--- src/rtl/fetch_unit.sv ---
// Program-counter sequencer: IDLE/RUN/HALTED control with a small branch-target
// table and a saturating executed-cycle counter. All outputs are registered.
module fetch_unit #(
  parameter int PC_W   = 10,
  parameter int LUT_AW = 4
) (
  input  logic              Clk,
  input  logic              Reset,
  input  logic              Start,
  input  logic [PC_W-1:0]   StartAddr,
  input  logic              BranchEn,
  input  logic [LUT_AW-1:0] TargSel,
  input  logic              Halt,
  input  logic              Stall,
  input  logic              LutWrEn,
  input  logic [LUT_AW-1:0] LutWrAddr,
  input  logic [PC_W-1:0]   LutWrData,
  output logic [PC_W-1:0]   ProgCtr,
  output logic              InstrValid,
  output logic              Done,
  output logic [15:0]       CycleCount
);

  localparam int LUT_N = 2**LUT_AW;

  typedef enum logic [1:0] {IDLE, RUN, HALTED} state_t;

  state_t                state;
  logic [PC_W-1:0]       lut [LUT_N];

  // Table write and branch read share one edge; the NBA gives the branch the old entry.
  always_ff @(posedge Clk or posedge Reset) begin
    if (Reset) begin
      for (int i = 0; i < LUT_N; i++) lut[i] <= '0;
    end else if (LutWrEn) begin
      lut[LutWrAddr] <= LutWrData;
    end
  end

  always_ff @(posedge Clk or posedge Reset) begin
    if (Reset) begin
      state      <= IDLE;
      ProgCtr    <= '0;
      InstrValid <= 1'b0;
      Done       <= 1'b0;
      CycleCount <= '0;
    end else begin
      case (state)
        IDLE, HALTED: begin
          if (Start) begin
            state      <= RUN;
            ProgCtr    <= StartAddr;
            CycleCount <= '0;
            InstrValid <= 1'b1;
            Done       <= 1'b0;
          end
        end
        RUN: begin
          if (CycleCount != 16'hFFFF) CycleCount <= CycleCount + 16'd1;
          if (Halt) begin
            state      <= HALTED;
            InstrValid <= 1'b0;
            Done       <= 1'b1;
          end else if (Stall) begin
            ProgCtr <= ProgCtr;
          end else if (BranchEn) begin
            ProgCtr <= lut[TargSel];
          end else begin
            ProgCtr <= ProgCtr + PC_W'(1);
          end
        end
        default: begin
          state      <= IDLE;
          InstrValid <= 1'b0;
          Done       <= 1'b0;
        end
      endcase
    end
  end

endmodule

--- config.mk ---
export PLATFORM = sky130hd
export DESIGN_NAME = fetch_unit
export DESIGN_NICKNAME = d
export VERILOG_FILES = /design/src/rtl/fetch_unit.sv
export SDC_FILE = /design/constraint.sdc
export NUM_CORES = 1
export LEC_CHECK = 0
export CORE_ASPECT_RATIO = 0.6
export CORE_UTILIZATION = 59
export DETAILED_ROUTE_END_ITERATION = 6
export PLACE_DENSITY = 0.8
export SLEW_MARGIN = 10
export SYNTH_ARGS = -nofsm -noshare
export SYNTH_HDL_FRONTEND = slang
export SYNTH_SLANG_ARGS = --single-unit
--- constraint.sdc ---
create_clock -name Clk -period 7.1 [get_ports Clk]
set_clock_uncertainty 0.1 [all_clocks]
set_input_delay 1.065 -clock Clk [delete_from_list [all_inputs] [get_ports Clk]]
set_output_delay 1.065 -clock Clk [all_outputs]
set_load 0.02 [all_outputs]
==> reports/metrics.yaml <==
ys_seq_elements: 189
dr.max_layer_used: "met4"
timing.final.ws_setup_ns: 4.004
clkPwrFrac_pct: 31.1
grt_max_degree: 116
clk_path_buf_depth: 2
fin_tns_setup_ns: 0
wl_per_cell_um: 23.43
die_w_um: 161.3
dr_wl_met2_mm: 10.47
fmax_ghz: 0.3229
cts_setup_buffers: 0
fp.dieH_um: 97.56
drtIter0Drc: 481
grt_pass1_vias: 6114
yosysWarnings: 0
worst_pin_slew_ns: 1.012
cts_tree: "yes"
clk_pin_slew_worst_paths_ns: 0.07
ys_async_sr_fraction_pct: 100.0
avgSynthCellArea_um2: 13.77
slew_headroom_pct: 32.51
setup_violations: 0
p_int_w: 0.002229
h-tree-depth: 4
synth_seq_area_share_pct: 52.68
pwr-share-seq_pct: 47.5
syn-num-nets: 689
p_sw_w: 0.0008798
remaining_drc_errors: 0
synth_area_um2: 8979
diodes: 0
cpLargestDelayFamily: "simple AND/OR/NAND/NOR gates"
fin_area_um2: 10360
die-area_um2: 15730
met1_length_mm: 9.541
cts.sinks: 189
synth_edf_count: 0
cts.root.buffer_cell: "clkbuf_16"
post_cts_resized: 0
start_util_pct: 61.18
finalMaxSlewViolations: 0
min_path_type: "reg2reg"
gp_congestion: 0.8979
track_usage_pct: 29.73
fillers: 963
hpwl_mm: 13.94
end_kind: "register"
port_buffers: 62
status: "finished, final reports clean"
nets: 745
via_count: 5859
cp-start-kind: "input port"
pre_cts_ws_ns: 3.582
placed_area_um2: 9777
min_period_ns: 3.096
p_leak_nw: 4.344
clkLatencyLatePin_ns: 0.43
antenna_left: 0
swShare_pct: 28.30
power_density_nw_per_um2: 299.9
ys_types: 54
hold_buffers: 0
p_comb_share_pct: 21.4
cp_max_fo: 10
drt_first_pass_iters: 7
arrival_ns: 3.31
path_cells: "clkdlybuf4s50_1 > nor3b_1 > nor2b_1 > mux2_2"
antenna_found_initial: 0
path_class: "in2reg"
final_core_util_pct: 70.62
synthFlopType: "dfrtp_1"
grt-ovfl-total: 0
cts_buffers: 17
peakVddDrop_mv: 0.1376
max_cap_violations: 0
rows: 34
wl_met3_mm: 1.187
wirelength_mm: 21.53
core_um2: 14680
slowest_delay_ns: 0.83
hold_slack_ns: 0.4043
required_ns: 7.31
rsz0062_at_grt: "false"
hold_viol_final: 0
cp.buffers_inverters: 1
drive_gt1_share_pct: 35.92
final.period_utilization_pct: 43.61
area_delta_synth_final_pct: 15.44
grt_first_pass_wirelength_mm: 34.64
viasPerCell: 6.375
crit_slowest_cell: "nor2b_1"
netlist_instances: 652
ios: 63
==> final timing paths <==
check	slack, ns	depth (start not counted)	from	to
hold reg to reg	0.40	1	lut[134]	lut[134]
setup reg to reg	4.53	5	CycleCount[6]	CycleCount[4]
hold / removal	0.40	1	lut[134]	lut[134]
min in group asynchronous	1.14	2	Reset	lut[101]
setup / recovery	4.00	4	LutWrEn	lut[129]
max in group asynchronous	4.20	3	Reset	lut[95]
==> synth_stat cells (2+ instances only) <==
| cell type | n | share of area [%] |
|---|---|---|
| nand3b_1 | 3 | 0.25 |
| nor2_1 | 31 | 1.3 |
| a22oi_1 | 3 | 0.25 |
| nand2b_1 | 10 | 0.70 |
| or4_1 | 4 | 0.33 |
| and3_1 | 6 | 0.42 |
| o22ai_1 | 2 | 0.14 |
| buf_6 | 2 | 0.25 |
| mux2i_1 | 9 | 1.0 |
| inv_1 | 5 | 0.21 |
| buf_4 | 2 | 0.17 |
| xor2_1 | 5 | 0.49 |
| mux2_2 | 162 | 20 |
| o21ai_1 | 4 | 0.22 |
| nor2b_1 | 5 | 0.35 |
| nor3_1 | 4 | 0.22 |
| or3_1 | 5 | 0.35 |
| a21oi_1 | 17 | 0.95 |
| nor3b_1 | 2 | 0.17 |
| xnor2_1 | 4 | 0.39 |
| clkbuf_1 | 29 | 1.2 |
| a41oi_1 | 2 | 0.20 |
| nand3_1 | 20 | 1.1 |
| dfrtp_1 | 189 | 53 |
| o21a_1 | 3 | 0.25 |
| a31oi_1 | 7 | 0.49 |
| nand4_1 | 4 | 0.28 |
| o21ai_0 | 12 | 0.67 |
| mux4_2 | 41 | 10 |
| o31ai_1 | 5 | 0.42 |
| ha_1 | 2 | 0.28 |
| buf_2 | 7 | 0.39 |
| nand2_1 | 23 | 0.96 |
| o211ai_1 | 3 | 0.25 |
==> power by group through the flow <==
| stage | Sequential, W | Clock [W] | Combinational (W) |
|---|---|---|---|
| global placement | 0.00146 | 0 | 0.000631 |
| global route | 0.00151 | 0.00102 | 0.000716 |
| CTS | 0.00147 | 0.000973 | 0.000669 |
| floorplan | 0.00147 | 0 | 0.000447 |
| detailed placement | 0.00149 | 0 | 0.000662 |
| finish | 0.00148 | 0.000966 | 0.000666 |
==> final cells by class <==
cell class	count	area [µm²]	share of cell area, %
clock buffers	19	432.9	4.177
clock inverters	13	155.1	1.497
inverters	5	23.77	0.2294
multi-input cells	417	4045	39.03
flip-flops and latches	189	4730	45.63
well taps	198	247.7	2.390
repair buffers	78	730.7	7.050
==> worst register-to-register path, delay by kind of cell, from the launching register on <==
| kind | cells | cell delay [ns] |
|---|---|---|
| flip-flops | 1 | 0.46 |
| AND/OR/NAND/NOR | 3 | 1.50 |
| AO/OA/AOI/OAI | 2 | 0.40 |
==> cell families after synthesis <==
kind of cell / Yosys count / synth area share, %
DFF: 189 / 52.68
xor gates and xnor gates: 9 / 0.8779
buffers and inverters: 46 / 2.271
and+or+nand+nor: 126 / 7.469
AOI/OAI and AO/OA: 68 / 4.822
muxes: 212 / 31.61
adders and majority gates: 2 / 0.2787
==> placed cells by master (no fill, tap or decap), types with 10 or more instances in the layout <==
master,count
a21oi_1,17
buf_4,16
clkbuf_16,17
clkdlybuf4s50_1,60
dfrtp_1,189
mux2_2,162
mux4_2,41
nand2_1,23
nand2b_1,10
nand3_1,20
nor2_1,31
o21ai_0,12
==> stage by stage <==
stage | total power, W | cells
after global placement | 0.002095 | 887
after floorplan | 0.001918 | 652
final | 0.003109 | 919
after detailed placement | 0.002151 | 887
after global routing | 0.003245 | 919
after CTS | 0.003114 | 919
==> per-layer routing <==
metal	GRT usage, %	vias to the layer above
met2	47.18	183
met4	8.055	0
li1	-	2548
met1	42.35	3097
met5	0	-
met3	5.634	31
==> state kept, by name, summed over array words and instances, names as in the netlist <==
| name | cells |
|---|---|
| ProgCtr | 10 |
| Done | 1 |
| state | 1 |
| CycleCount | 16 |
| InstrValid | 1 |
| lut | 160 |
(Power assumes the default switching activity.)
